==> config.mk <==
export PLATFORM = sky130hd
export DESIGN_NAME = fetch_pc_sequencer_flat
export DESIGN_NICKNAME = d
export VERILOG_FILES = /design/src/rtl/fetch_pc_sequencer_pkg.sv /design/src/rtl/fetch_pc_sequencer_if.sv /design/src/rtl/fetch_pc_sequencer_sat_counter.sv /design/src/rtl/fetch_pc_sequencer.sv /design/src/flat_wrapper.sv
export SDC_FILE = /design/constraint.sdc
export NUM_CORES = 1
export LEC_CHECK = 0
export CAP_MARGIN = 25
export CORE_ASPECT_RATIO = 0.5
export CORE_MARGIN = 10
export CORE_UTILIZATION = 35
export CTS_BUF_LIST = sky130_fd_sc_hd__clkbuf_2
export DETAILED_ROUTE_END_ITERATION = 16
export PLACE_DENSITY = 0.61
export SETUP_SLACK_MARGIN = 0.5
export SLEW_MARGIN = 10
export SYNTH_ARGS = -nofsm -noshare
export SYNTH_HDL_FRONTEND = slang
export SYNTH_HIERARCHICAL = 1
export SYNTH_SLANG_ARGS = --single-unit
export TNS_END_PERCENT = 5
==> constraint.sdc <==
create_clock -name clk -period 3.15 [get_ports clk]
set_input_delay 0.315 -clock clk [delete_from_list [all_inputs] [get_ports clk]]
set_output_delay 0.315 -clock clk [all_outputs]
set_load 0.02 [all_outputs]
==> src/rtl/fetch_pc_sequencer_pkg.sv <==
// Shared types and constants for the fetch PC sequencer.
package fetch_pc_sequencer_pkg;

  typedef enum logic [1:0] {
    IDLE   = 2'd0,
    RUN    = 2'd1,
    BUBBLE = 2'd2,
    HALT   = 2'd3
  } seq_state_t;

  localparam logic [31:0] PC_STEP = 32'd4;

  // Redirect targets are forced to word alignment.
  function automatic logic [31:0] align_pc(input logic [31:0] pc);
    return {pc[31:2], 2'b00};
  endfunction

endpackage

==> src/rtl/fetch_pc_sequencer_if.sv <==
// Fetch-side handshake and redirect bus between sequencer (master) and frontend/backend (slave).
interface fetch_pc_sequencer_if;
  import fetch_pc_sequencer_pkg::*;

  logic        fetch_ready;
  logic        mispredict;
  logic [31:0] mispredict_target;
  logic        jump_valid;
  logic [31:0] jump_target;
  logic        halt_req;
  logic [31:0] pc_out;
  logic        pc_valid;
  logic        flush_out;

  modport master (
    input  fetch_ready, mispredict, mispredict_target, jump_valid, jump_target, halt_req,
    output pc_out, pc_valid, flush_out
  );

  modport slave (
    output fetch_ready, mispredict, mispredict_target, jump_valid, jump_target, halt_req,
    input  pc_out, pc_valid, flush_out
  );
endinterface

==> src/rtl/fetch_pc_sequencer_sat_counter.sv <==
// Saturating up-counter with synchronous clear; reusable for performance counters.
module sat_counter #(
  parameter int W = 16
) (
  input  logic         clk,
  input  logic         rst,
  input  logic         inc,
  input  logic         clear,
  output logic [W-1:0] count
);

  always_ff @(posedge clk or posedge rst) begin
    if (rst)
      count <= '0;
    else if (clear)
      count <= '0;
    else if (inc && (count != '1))
      count <= count + W'(1);
  end

endmodule

==> src/rtl/fetch_pc_sequencer.sv <==
// Fetch PC owner: advances on accepted fetches, applies mispredict/jump redirects
// with a flush strobe and a post-redirect bubble, and honours halt requests.
module fetch_pc_sequencer
  import fetch_pc_sequencer_pkg::*;
#(
  parameter logic [31:0] RESET_PC      = 32'h0000_0000,
  parameter int          BUBBLE_CYCLES = 2,
  parameter int          CNT_W         = 16
) (
  input  logic                 clk,
  input  logic                 reset,
  fetch_pc_sequencer_if.master bus,
  output logic [1:0]           seq_state,
  output logic [CNT_W-1:0]     redirect_count
);

  localparam logic [3:0] BUBBLE_INIT = 4'(BUBBLE_CYCLES - 1);

  seq_state_t  state, state_nxt;
  logic [31:0] pc, pc_nxt;
  logic        valid, valid_nxt;
  logic        flush, flush_nxt;
  logic [3:0]  bub_cnt, bub_nxt;
  logic        redirect;

  always_ff @(posedge clk or posedge reset) begin
    if (reset) begin
      state   <= IDLE;
      pc      <= RESET_PC;
      valid   <= 1'b0;
      flush   <= 1'b0;
      bub_cnt <= 4'd0;
    end else begin
      state   <= state_nxt;
      pc      <= pc_nxt;
      valid   <= valid_nxt;
      flush   <= flush_nxt;
      bub_cnt <= bub_nxt;
    end
  end

  always_comb begin
    state_nxt = state;
    pc_nxt    = pc;
    valid_nxt = valid;
    flush_nxt = 1'b0;
    bub_nxt   = bub_cnt;
    redirect  = 1'b0;
    case (state)
      IDLE: begin
        state_nxt = RUN;
        valid_nxt = 1'b1;
      end
      default: begin
        // Mispredict wins over a same-cycle jump; the jump is simply discarded.
        if (bus.mispredict || bus.jump_valid) begin
          redirect  = 1'b1;
          flush_nxt = 1'b1;
          pc_nxt    = align_pc(bus.mispredict ? bus.mispredict_target : bus.jump_target);
          if (state != HALT) begin
            state_nxt = BUBBLE;
            valid_nxt = 1'b0;
            bub_nxt   = BUBBLE_INIT;
          end
        end else begin
          case (state)
            RUN: begin
              if (bus.halt_req) begin
                state_nxt = HALT;
                valid_nxt = 1'b0;
              end else if (valid && bus.fetch_ready) begin
                pc_nxt = pc + PC_STEP;
              end
            end
            BUBBLE: begin
              if (bub_cnt != 4'd0) begin
                bub_nxt = bub_cnt - 4'd1;
              end else if (bus.halt_req) begin
                state_nxt = HALT;
              end else begin
                state_nxt = RUN;
                valid_nxt = 1'b1;
              end
            end
            HALT: begin
              if (!bus.halt_req) begin
                state_nxt = RUN;
                valid_nxt = 1'b1;
              end
            end
            default: ;
          endcase
        end
      end
    endcase
  end

  assign bus.pc_out    = pc;
  assign bus.pc_valid  = valid;
  assign bus.flush_out = flush;
  assign seq_state     = state;

  sat_counter #(.W(CNT_W)) u_redirect_cnt (
    .clk   (clk),
    .rst   (reset),
    .inc   (redirect),
    .clear (1'b0),
    .count (redirect_count)
  );

endmodule

==> src/flat_wrapper.sv <==
// flat-port wrapper written by rule: the top's interface ports become plain ports
module fetch_pc_sequencer_flat import fetch_pc_sequencer_pkg::*;
#(
  parameter logic [31:0] RESET_PC      = 32'h0000_0000,
  parameter int          BUBBLE_CYCLES = 2,
  parameter int          CNT_W         = 16
)
  (clk, reset, seq_state, redirect_count, bus_fetch_ready, bus_mispredict, bus_mispredict_target, bus_jump_valid, bus_jump_target, bus_halt_req, bus_pc_out, bus_pc_valid, bus_flush_out);
  fetch_pc_sequencer_if bus_i ();
  input  logic clk;
  input  logic reset;
  output logic [1:0] seq_state;
  output logic [CNT_W-1:0] redirect_count;
  input wire logic [$bits(bus_i.fetch_ready)-1:0] bus_fetch_ready;
  input wire logic [$bits(bus_i.mispredict)-1:0] bus_mispredict;
  input wire logic [$bits(bus_i.mispredict_target)-1:0] bus_mispredict_target;
  input wire logic [$bits(bus_i.jump_valid)-1:0] bus_jump_valid;
  input wire logic [$bits(bus_i.jump_target)-1:0] bus_jump_target;
  input wire logic [$bits(bus_i.halt_req)-1:0] bus_halt_req;
  output wire logic [$bits(bus_i.pc_out)-1:0] bus_pc_out;
  output wire logic [$bits(bus_i.pc_valid)-1:0] bus_pc_valid;
  output wire logic [$bits(bus_i.flush_out)-1:0] bus_flush_out;
  assign bus_i.fetch_ready = bus_fetch_ready;
  assign bus_i.mispredict = bus_mispredict;
  assign bus_i.mispredict_target = bus_mispredict_target;
  assign bus_i.jump_valid = bus_jump_valid;
  assign bus_i.jump_target = bus_jump_target;
  assign bus_i.halt_req = bus_halt_req;
  assign bus_pc_out = bus_i.pc_out;
  assign bus_pc_valid = bus_i.pc_valid;
  assign bus_flush_out = bus_i.flush_out;
  fetch_pc_sequencer #(.RESET_PC(RESET_PC), .BUBBLE_CYCLES(BUBBLE_CYCLES), .CNT_W(CNT_W)) u_core (.clk(clk), .reset(reset), .bus(bus_i), .seq_state(seq_state), .redirect_count(redirect_count));
endmodule
==> results.cfg <==
[global_routing]
antenna_found_initial = 0
gr-usage-all-layers = 0.157
grt_pass1_wl_um = 19700
grt_max_degree = 39
grt.overflow.total = 0
first_global_vias = 3799

[final_layout]
finish.net_count = 636
area_growth_syn_to_layout_pct = 37.9
multi_input_area_um2 = 2090
n_fill_cell = 1003
drive_above_1_share = 0.0693
regArea_um2 = 1350
diodes = 0
stdcell_area_um2 = 4960
utilization = 0.491

[worst_hold_path]
hold_class = in2async

[placement]
place.gp.congestion = 0.799
hpwlAfterDp_um = 8930
placed_area_um2 = 4920
numPortBuffers = 115

[power_and_ir_drop]
power_density_nw_per_um2 = 594
ir_drop_uv = 340
leakagePower_nw = 1.88

[sta]
finalSetupTns_ps = 0
slew_violations = 0
rsz0062_at_grt = false
hold_viol = 0
worst_slew_pin_slew_ps = 698
min_period_over_period = 0.776
finClkSkew_ps = 37.9
max_freq_mhz = 409
fin_crit_ps = 2440
setup_violations = 0
slew_headroom = 0.531

[yosys]
syn-cell-area_um2 = 3600
synth_cells = 453
synth-seq-cells = 54
yosysUniqueCellTypes = 56
ys_dominant_reg_cell = dfrtp_1
ys_async_sr_fraction = 1.00
synth-edff-count = 0
synth.avg_cell_area_um2 = 7.95
yosys_warnings = 6
synth-seq-area-share = 0.375

[clock_tree]
hold_buffers = 0
path_clk_slew_ps = 330
numCtsBuffers = 5
cts_root_buf = clkbuf_2
clk_latency_ps = 490
h-tree-depth = 2
clock_path_buffers = 2
ctsResizeCount = 0
postCtsSetupBuffers = 0
cts_tree = yes
clock_sinks = 54

[worst_setup_path]
slowest_stage = or4_1
path_class = reg2reg
cp_slowest_stage_delay_ps = 650
critical_path_arrival_ps = 2870
crit_required_ps = 3580
endpoint_kind = flop
crit_fanout = 8
crit_path_cell_trace = nand3_1 > buf_4 > or4_1 > nor3_2 > mux2_2 > a21oi_1
cp_num_cells = 6
cp_top_family = simple AND/OR/NAND/NOR gates
r2r_cells = 6
path_buf_inv = 1
startpoint_type = flop

[drt]
vias = 3849
drcViolationCount = 0
wl_um = 12000
antenna_left = 0
drt_iter0_drc = 238
firstDrtPassIters = 4
wl_per_cell_um = 17.0
vias_per_cell = 5.48

[floorplan]
core_um2 = 10100
die_y_um = 91.7
chipWidth_um = 163
die_area_um2 = 15000
io_pins = 122
placementRows = 26
initial_core_util = 0.356

[run]
maxCapViolCount = 0

[status]
run_status = finished, final reports clean
worst paths after layout:
kind	from	end	slack, ps
max reg2reg	u_core/bus.pc_out[4]	u_core/bus.pc_out[31]	710
min in group clk	bus_mispredict_target[15]	u_core/bus.pc_out[15]	380
min	reset	u_core/u_redirect_cnt/count[0]	170
max	u_core/bus.pc_out[4]	u_core/bus.pc_out[31]	710
max in group asynchronous	reset	u_core/u_redirect_cnt/count[3]	2510
min reg2reg	u_core/bub_cnt[1]	u_core/bub_cnt[1]	580
worst reg2reg max path: cells and delay by family, from the launching register on:
family	cells	cell delay (ps)
compound gates	1	140
buf+inv	1	170
flops	1	550
mux	1	380
simple gates	3	1180
cell usage in the layout (no fill, tap or decap), types with 3 or more instances in the layout:
master           Yosys  final
nand2_1             49     49
or4_1               10     10
inv_1               10     10
mux2i_1              5      5
ha_1                 4      4
nor4_1               7      7
a31oi_1              9      9
mux2_2               3      3
nand3_1             15     15
o21ai_0             62     62
nand4_1             11     11
o31ai_1              8      8
o41ai_1              4      4
nand2b_1             4      4
and3_1               6      6
clkbuf_2             1      5
a21oi_1             47     47
dfrtp_1             54     54
nor3_1              13     13
nor2_1              43     43
o22a_1               4      4
and4_1               5      5
or3_1                6      6
clkdlybuf4s50_1      0    115
conb_1               1      3
o2bb2ai_1            3      3
nor2b_1              4      4
a41oi_1              3      3
buf_4                4     15
metal layers:
layer / share of wire / track usage / vias to the layer above
met2: 0.49 / 0.273 / 90
met1: 0.45 / 0.193 / 1839
met5: 0 / 0 / -
li1: - / - / 1913
met4: 0.0079 / 0.0306 / 0
met3: 0.058 / 0.0401 / 7
area by class of cell:
| cell class | instances | area share |
|---|---|---|
| Clock inverter | 3 | 0.00429 |
| Tap cell | 140 | 0.0353 |
| Sequential cell | 54 | 0.272 |
| Multi-Input combinational cell | 361 | 0.421 |
| Clock buffer | 5 | 0.00504 |
| Timing Repair Buffer | 130 | 0.255 |
| Inverter | 10 | 0.00756 |
sequential cells by signal, summed over array words and instances, names as in the netlist:
name / cells
u_core/u_redirect_cnt/count: 16
u_core/bus.pc_out: 30
u_core/seq_state: 2
u_core/bus.flush_out: 1
u_core/bus.pc_valid: 1
u_core/bub_cnt: 4
cells in the mapped netlist (all sizes together) (5+ instances only):
library cell | count | area, µm²
dfrtp | 54 | 1350
nand3 | 15 | 75.1
a31oi | 9 | 56.3
o31ai | 8 | 60.1
mux2i | 5 | 50.1
or4 | 13 | 106
and3 | 6 | 37.5
o21ai | 62 | 310
nand4 | 13 | 103
nor3 | 14 | 75.1
a21oi | 47 | 235
or3 | 7 | 45.1
and4 | 6 | 53.8
clkbuf | 20 | 76.3
nor4 | 7 | 43.8
nor2 | 43 | 161
nand2 | 50 | 195
buf | 9 | 50.0
inv | 10 | 37.5
kinds of logic (layout without fill, tap and decap cells):
kind of cell             after synthesis  count (layout)  synth area share
AO/OA/AOI/OAI                        159             159             0.263
AND/OR/NAND/NOR                      185             185             0.270
other                                  1               3           0.00104
buffers and inverters                 40             148            0.0480
flip-flops                            54              54             0.375
multiplexers                           8               8            0.0233
adder cells (fa/ha/maj)                4               4            0.0139
XOR/XNOR                               2               2           0.00487
metrics by stage:
step	total power [mW]	worst slack, ps	hold slack, ps	instances
after floorplan	1.96	670	229	455
after global placement	2.65	696	523	695
after detailed placement	2.67	658	522	695
after CTS	2.98	720	178	703
after global routing	3.19	544	164	703
final	2.95	707	170	703
report_power, final:
| part | switching [mW] | internal (mW) |
|---|---|---|
| registers | 0.308 | 0.892 |
| clock network | 0.249 | 0.0560 |
| logic | 0.776 | 0.667 |
| total | 1.33 | 1.61 |
(Power assumes the default switching activity.)
